--- src/rtl/div.sv ---
// div: sequential restoring divider, unsigned or two's-complement, N+2 cycles per operation
// Ports:
//   clk          rising-edge clock
//   reset        asynchronous active-low reset
//   start        request a division, accepted only while ready=1
//   signed_div   1 = two's-complement operands, captured with start
//   dividend     dividend operand, captured with start
//   divisor      divisor operand, captured with start
//   quotient     registered quotient of the last completed operation
//   remainder    registered remainder of the last completed operation
//   ready        1 = idle, results valid, start accepted
//   div_by_zero  1 = last completed operation had a zero divisor
module div #(
    parameter int N = 4
) (
    input  logic         clk,
    input  logic         reset,
    input  logic         start,
    input  logic         signed_div,
    input  logic [N-1:0] dividend,
    input  logic [N-1:0] divisor,
    output logic [N-1:0] quotient,
    output logic [N-1:0] remainder,
    output logic         ready,
    output logic         div_by_zero
);
    localparam int CW = $clog2(N + 1);
    localparam logic [CW-1:0] LAST = CW'(N);

    typedef enum logic [1:0] {IDLE, RUN, FIX} state_t;

    state_t           state_q, state_d;
    logic [CW-1:0]    cnt_q, cnt_d;
    logic             sgn_q, sgn_d;
    logic [N-1:0]     a_q, a_d, b_q, b_d, bm_q, bm_d;
    logic [N-1:0]     quot_q, quot_d, rem_q, rem_d;
    logic             dbz_q, dbz_d;
    logic [2*N-1:0]   pr_q, pr_d;
    logic             ge;
    logic [N-1:0]     sub, qm, rm;

    function automatic logic [N-1:0] mag(input logic s, input logic [N-1:0] x);
        return (s && x[N-1]) ? -x : x;
    endfunction

    always_comb begin
        state_d = state_q;
        cnt_d   = cnt_q;
        sgn_d   = sgn_q;
        a_d     = a_q;
        b_d     = b_q;
        bm_d    = bm_q;
        pr_d    = pr_q;
        quot_d  = quot_q;
        rem_d   = rem_q;
        dbz_d   = dbz_q;
        // upper N+1 bits after the shift are pr_q[2N-1:N-1]; a successful
        // difference is below the divisor, so its low N bits are exact
        ge      = pr_q[2*N-1:N-1] >= {1'b0, bm_q};
        sub     = pr_q[2*N-2:N-1] - bm_q;
        qm      = pr_q[N-1:0];
        rm      = pr_q[2*N-1:N];
        case (state_q)
            IDLE: if (start) begin
                state_d = RUN;
                cnt_d   = '0;
                sgn_d   = signed_div;
                a_d     = dividend;
                b_d     = divisor;
            end
            RUN: begin
                cnt_d = cnt_q + 1'b1;
                // count 0 loads the magnitudes, counts 1..N produce quotient bits
                if (cnt_q == '0) begin
                    pr_d = {{N{1'b0}}, mag(sgn_q, a_q)};
                    bm_d = mag(sgn_q, b_q);
                end else begin
                    pr_d = ge ? {sub, pr_q[N-2:0], 1'b1} : {pr_q[2*N-2:0], 1'b0};
                end
                if (cnt_q == LAST) state_d = FIX;
            end
            FIX: begin
                state_d = IDLE;
                dbz_d   = b_q == '0;
                quot_d  = (b_q == '0) ? '1 : (sgn_q && (a_q[N-1] ^ b_q[N-1])) ? -qm : qm;
                rem_d   = (b_q == '0) ? a_q : (sgn_q && a_q[N-1]) ? -rm : rm;
            end
            default: state_d = IDLE;
        endcase
    end

    always_ff @(posedge clk or negedge reset) begin
        if (!reset) begin
            state_q <= IDLE;
            cnt_q   <= '0;
            sgn_q   <= 1'b0;
            a_q     <= '0;
            b_q     <= '0;
            bm_q    <= '0;
            pr_q    <= '0;
            quot_q  <= '0;
            rem_q   <= '0;
            dbz_q   <= 1'b0;
        end else begin
            state_q <= state_d;
            cnt_q   <= cnt_d;
            sgn_q   <= sgn_d;
            a_q     <= a_d;
            b_q     <= b_d;
            bm_q    <= bm_d;
            pr_q    <= pr_d;
            quot_q  <= quot_d;
            rem_q   <= rem_d;
            dbz_q   <= dbz_d;
        end
    end

    assign ready       = state_q == IDLE;
    assign quotient    = quot_q;
    assign remainder   = rem_q;
    assign div_by_zero = dbz_q;
endmodule

--- config.mk ---
export PLATFORM = sky130hd
export DESIGN_NAME = div
export DESIGN_NICKNAME = d
export VERILOG_FILES = /design/src/rtl/div.sv
export SDC_FILE = /design/constraint.sdc
export NUM_CORES = 1
export LEC_CHECK = 0
export ABC_AREA = 1
export BUFFER_PORTS_ARGS = -buffer_cell sky130_fd_sc_hd__buf_2
export CAP_MARGIN = 0
export CORE_MARGIN = 2
export CORE_UTILIZATION = 39
export DETAILED_ROUTE_END_ITERATION = 10
export MAX_ROUTING_LAYER = met4
export PLACE_DENSITY = 0.55
export SLEW_MARGIN = 5
export SYNTH_ARGS = -nofsm -noshare
export SYNTH_HDL_FRONTEND = slang
export SYNTH_SLANG_ARGS = --single-unit
--- constraint.sdc ---
create_clock -name clk -period 2 [get_ports clk]
set_clock_uncertainty 0.15 [all_clocks]
set_input_delay 0.2 -clock clk [delete_from_list [all_inputs] [get_ports clk]]
set_output_delay 0.2 -clock clk [all_outputs]
set_load 0.1 [all_outputs]
==> results.toml, run 1 <==
[finish]
antenna_cells = 0
post_route_cells_drive_above_1_share = 0.182
final_nets = 282
nFillCells = 486
area_growth_syn_to_layout_pct = 13.6
regArea_um2 = 876
multi_input_area_um2 = 892

[route]
drtIter0Drc = 54
met3_length_um = 135
ant_nets = 0
via_per_inst = 4.74
wl_met1_um = 1880
drc = 0
wire_per_inst_um = 11.6
vias = 1542
dr_wl_met2_um = 1710
drt_pass1_iterations = 4
routed.top_layer = "met4"
totalWireLength_um = 3780

[synthesis]
postSynthCellCount = 231
synth_edf_count = 0
synth_most_common_cell = "nand2_1"
synth_xor_area_frac = 0.0136
synthAdderAreaFrac = 0.0749
avgSynthCellArea_um2 = 8.39
async_flop_share = 1.00
syn-cell-area_mm2 = 0.00194
yosys.area_share.simple = 0.236
post-synth-top-area-cell = "dfrtp_1"
synth_area_leaders = "dfrtp_1, nand2_1, inv_1, ha_1, nand3_1"
yosys_warnings = 0
synthMuxAreaShare = 0
synth_top_family_by_area = "simple AND/OR/NAND/NOR gates"
ys_seq_area_frac = 0.452
synth.net_count = 254
synth_cell_types = 31
synth_top_area_frac = 0.452
synth_flop_cell = "dfrtp_1"
synth_seq_cells = 35
synth-compound-area-share = 0.132
ys_top_cells_by_count = "nand2_1, dfrtp_1, inv_1, nand3_1, nor2_1"

[critical_path]
critical_path_class = "reg -> out"
cp-start-kind = "register"
arrival_ps = 1290
cp.required_ps = 1650
crit_fanout = 3
crit_path_end_kind = "output pin"

[timing]
tightestPinTransition_ps = 484
grt_setup_unrepaired = "false"
hold_violations = 0
maxSlewViolCount = 0
min_period_ps = 1640
slew_headroom = 0.679
fin_tns_setup_ps = 0
fmax_mhz = 610
finalSetupViolations = 0
fin_crit_sh = 0.819

[global_route]
overflow = 0
grt_pass1_wl_um = 6700
antenna_found_initial = 0
grtUsageTotal = 0.165
grt_pass1_vias = 1460
grt_max_degree = 36

[status]
status = "finished, final reports clean"

[clocking]
clock-sinks = 35
cts_tree = "yes"
postCtsResizedCells = 0
root_buffer = "clkbuf_8"
numCtsBuffers = 5
clk_latency_ps = 280
cts_buffer_depth = 2
cts_htree_levels = 2
clkTransAtPathRegs_ps = 60

[job]
maxCapViolCount = 0

[floorplan]
dieHeight_um = 74.5
initial_core_util = 0.408
coreArea_mm2 = 0.00475
row_count = 25
io_pins = 22
die_area_mm2 = 0.00555
die_w_um = 74.5

[placed_design]
port_buffers = 21
gp_congestion = 0.850
hpwl_um = 2950

[worst_hold_path]
min_path_type = "in -> reg"
[registers in the layout (all words and copies together), names as in the netlist]
signal / count
remainder: 4
div_by_zero: 1
b_q: 4
sgn_q: 1
quotient: 4
pr_q: 8
cnt_q: 3
state_q: 2
bm_q: 4
a_q: 4
[worst paths after layout]
path,startpoint,to,slack [ps],cells after the start
worst max-delay path,state_q[1],ready,360,2
worst min-delay path,divisor[3],b_q[3],8,3
worst max register to register,pr_q[5],pr_q[0],370,7
worst min register to register,div_by_zero,div_by_zero,330,2
max in group asynchronous,reset,state_q[1],1050,3
min in group asynchronous,reset,pr_q[5],330,3
[cell usage in the layout, fill, tap and decap left out, drive strengths merged]
cell         count
xor2             2
nand3           21
clkinv           2
nor3             1
o21ai           13
o211ai           6
o221ai           4
dfrtp           35
dlygate4sd3      1
clkbuf           6
a21oi           15
nand2           61
o22ai            1
buf             22
ha              10
xnor2            1
fa               1
nor2            18
inv             37
o31ai            1
[kinds of logic (layout without fill, tap and decap cells)]
kind of cell,after synthesis,after routing
AND/OR/NAND/NOR,101,101
buffers and inverters,41,68
AO/OA/AOI/OAI,40,40
flip-flops,35,35
adder cells (fa/ha/maj),11,11
XOR/XNOR,3,3
[final cells by class]
class,instances,share of cell area
Clock buffer,6,0.0330
Inverter,39,0.0705
Multi-Input combinational cell,155,0.405
Sequential cell,35,0.398
Tap cell,67,0.0381
Timing Repair Buffer,23,0.0557
[critical path, cell delays in order, from the launching register on]
cell and delay, ps:
dfrtp_1 460, nor2_4 120, buf_2 430
[repair_timing]
| action | CTS | global route |
|---|---|---|
| hold endpoints to repair | 35 | 0 |
| hold buffers | 1 | 0 |
| setup buffers | 0 | 0 |
[layer usage]
metal	global-route usage	vias to the layer above
met3	0.0325	7
met4	0.0655	0
li1	-	806
met5	-	-
met1	0.219	702
met2	0.249	27
[through the flow]
| step | instance area [µm²] | util | setup WS [ps] | hold WS [ps] | cells |
|---|---|---|---|---|---|
| 2_1_floorplan | 1950 | - | 328 | -246 | 231 |
| 3_3_place_gp | 2120 | 0.446 | 380 | 123 | 318 |
| 3_5_place_dp | 2120 | 0.446 | 367 | 116 | 318 |
| 4_1_cts | 2200 | 0.463 | 339 | 0.0700 | 325 |
| 5_1_grt | 2200 | 0.463 | 243 | 28.8 | 325 |
| 6_report | 2200 | 0.463 | 361 | 8.35 | 325 |
Power of run 1 is not shown: default switching activity piles up to over one toggle a cycle in this logic, so the estimate is an artifact.
==> inputs of run 2 (changes only) <==
--- a/config.mk
+++ b/config.mk
@@ -12,7 +12,7 @@
 export CORE_UTILIZATION = 39
 export DETAILED_ROUTE_END_ITERATION = 10
 export MAX_ROUTING_LAYER = met4
-export PLACE_DENSITY = 0.55
+export PLACE_DENSITY = 0.57
 export SLEW_MARGIN = 5
 export SYNTH_ARGS = -nofsm -noshare
 export SYNTH_HDL_FRONTEND = slang
==> constraint.sdc (replaced) <==
create_clock -name clk -period 1.5 [get_ports clk]
set_clock_uncertainty 0.15 [all_clocks]
set_input_delay 0.15 -clock clk [delete_from_list [all_inputs] [get_ports clk]]
set_output_delay 0.15 -clock clk [all_outputs]
set_load 0.1 [all_outputs]
==> results.toml, run 2 (same netlist as run 1, synthesis figures left out) <==
[status]
status = "complete, but fails checks"
violations = "setup timing"

[timing]
hold_violations = 0
whs_ps = 177
fmax_mhz = 641
maxSlewViolCount = 0
finalSetupViolations = 5
min_period_ps = 1560
fin_crit_sh = 1.04
tightestPinTransition_ps = 488
slew_headroom = 0.677
layout_setup_ws_ps = -60.9
grt_setup_unrepaired = "true"

[critical_path]
timing.rr.start = "pr_q[4]"
cp_slowest_stage_delay_ps = 400
critical_path_class = "reg -> reg"
crit_path_frequent_cell = "nand2_1"
crit_path_end_kind = "register"
cp-start-kind = "register"
crit_slowest_cell = "dfrtp_1"
arrival_ps = 1590
crit_path_start = "pr_q[4]"
crit_fanout = 5
cp.required_ps = 1530
path_cells = "ha_1 > nand2_1 > inv_1 > nand2_1 > nand2_1 > nand2_2 > nand3_1 > nand3_1 > nand2_1"

[finish]
final_cell_mix = "nand2_1, dfrtp_1, inv_1"
largest_reg_flops = 8
multi_input_area_um2 = 957
fin_area_mm2 = 0.00254
post_route_cells_drive_above_1_share = 0.266
regArea_um2 = 877
area_growth_syn_to_layout_pct = 31.3
largest-register = "pr_q"
antenna_cells = 0
final_nets = 311
nFillCells = 468
mostFrequentLayoutCell = "nand2_1"

[clocking]
numCtsBuffers = 5
cts_tree = "yes"
clkTransAtPathRegs_ps = 70
cts_htree_levels = 2
clk_latency_ps = 290
clock-sinks = 35
root_buffer = "clkbuf_8"
cts_buffer_depth = 2

[floorplan]
initial_core_util = 0.408
coreArea_mm2 = 0.00475
die_w_um = 74.5
die_area_mm2 = 0.00555
io_pins = 22
row_count = 25
dieHeight_um = 74.5

[global_route]
antenna_found_initial = 0
grt_pass1_vias = 1598
overflow = 0
grtUsageTotal = 0.175
grt_pass1_wl_um = 7030
grt_max_degree = 36

[route]
vias = 1653
wire_per_inst_um = 11.7
via_per_inst = 4.64
drc = 0
totalWireLength_um = 4170
dr_wl_met2_um = 1920
wl_met1_um = 2030
drt_pass1_iterations = 4
ant_nets = 0
drtIter0Drc = 93
met3_length_um = 157
routed.top_layer = "met4"

[job]
maxCapViolCount = 0

[worst_hold_path]
min_path_type = "in -> reg"
hold_start = "start"

[placed_design]
gp_congestion = 0.788
hpwl_um = 3060
port_buffers = 21
place_ws_ps = -72.8
dpl_cell_area_mm2 = 0.00230
## run 2: cell count changes in the layout (fill, tap and decap cells not counted), sizes merged
cell,change
buf,+20
clkinv,+1
dlygate4sd3,+9
clkbuf,+1
## run 2: worst max-delay path: cells and delay by family (launching register included)
kind | cells | cell delay [ps]
adder cells (fa/ha/maj) | 1 | 310
buffers and inverters | 1 | 40
AND/OR/NAND/NOR | 7 | 550
flip-flops | 1 | 400
## run 2: layout make-up
cell class                      count  area share
Clock buffer                        7      0.0300
Clock inverter                      1     0.00197
Inverter                           39      0.0610
Multi-Input combinational cell    155       0.376
Sequential cell                    35       0.345
Tap cell                           67      0.0329
Timing Repair Buffer               52       0.153
## run 2: final timing paths
path,to,slack [ps],depth (start not counted)
setup reg to reg,pr_q[4],-60,9
hold / removal,state_q[0],180,3
setup / recovery,pr_q[4],-60,9
hold reg to reg,div_by_zero,330,2
max in group asynchronous,state_q[1],810,3
min in group asynchronous,pr_q[5],200,3
## run 2: metrics by stage
step	utilization	setup TNS (ps)	cells
2_1_floorplan	-	-1560	231
3_3_place_gp	0.483	-56.9	336
3_5_place_dp	0.483	-211	336
4_1_cts	0.527	-149	355
5_1_grt	0.535	-766	356
6_report	0.535	-206	356
## run 2: layer usage
metal | global-route usage | vias up
met2 | 0.278 | 31
met3 | 0.0407 | 7
li1 | - | 864
met1 | 0.219 | 751
met4 | 0.0595 | 0
met5 | - | -
## run 2: timing repair
action / in CTS / in global routing
setup buffers: 1 / 1
hold endpoints to repair: 44 / 0
hold buffers: 10 / 0
pin swaps: 3 / 4
gates resized for setup: 4 / 7
setup endpoints to repair: 6 / 7
Power of run 2 is left out for the same reason.
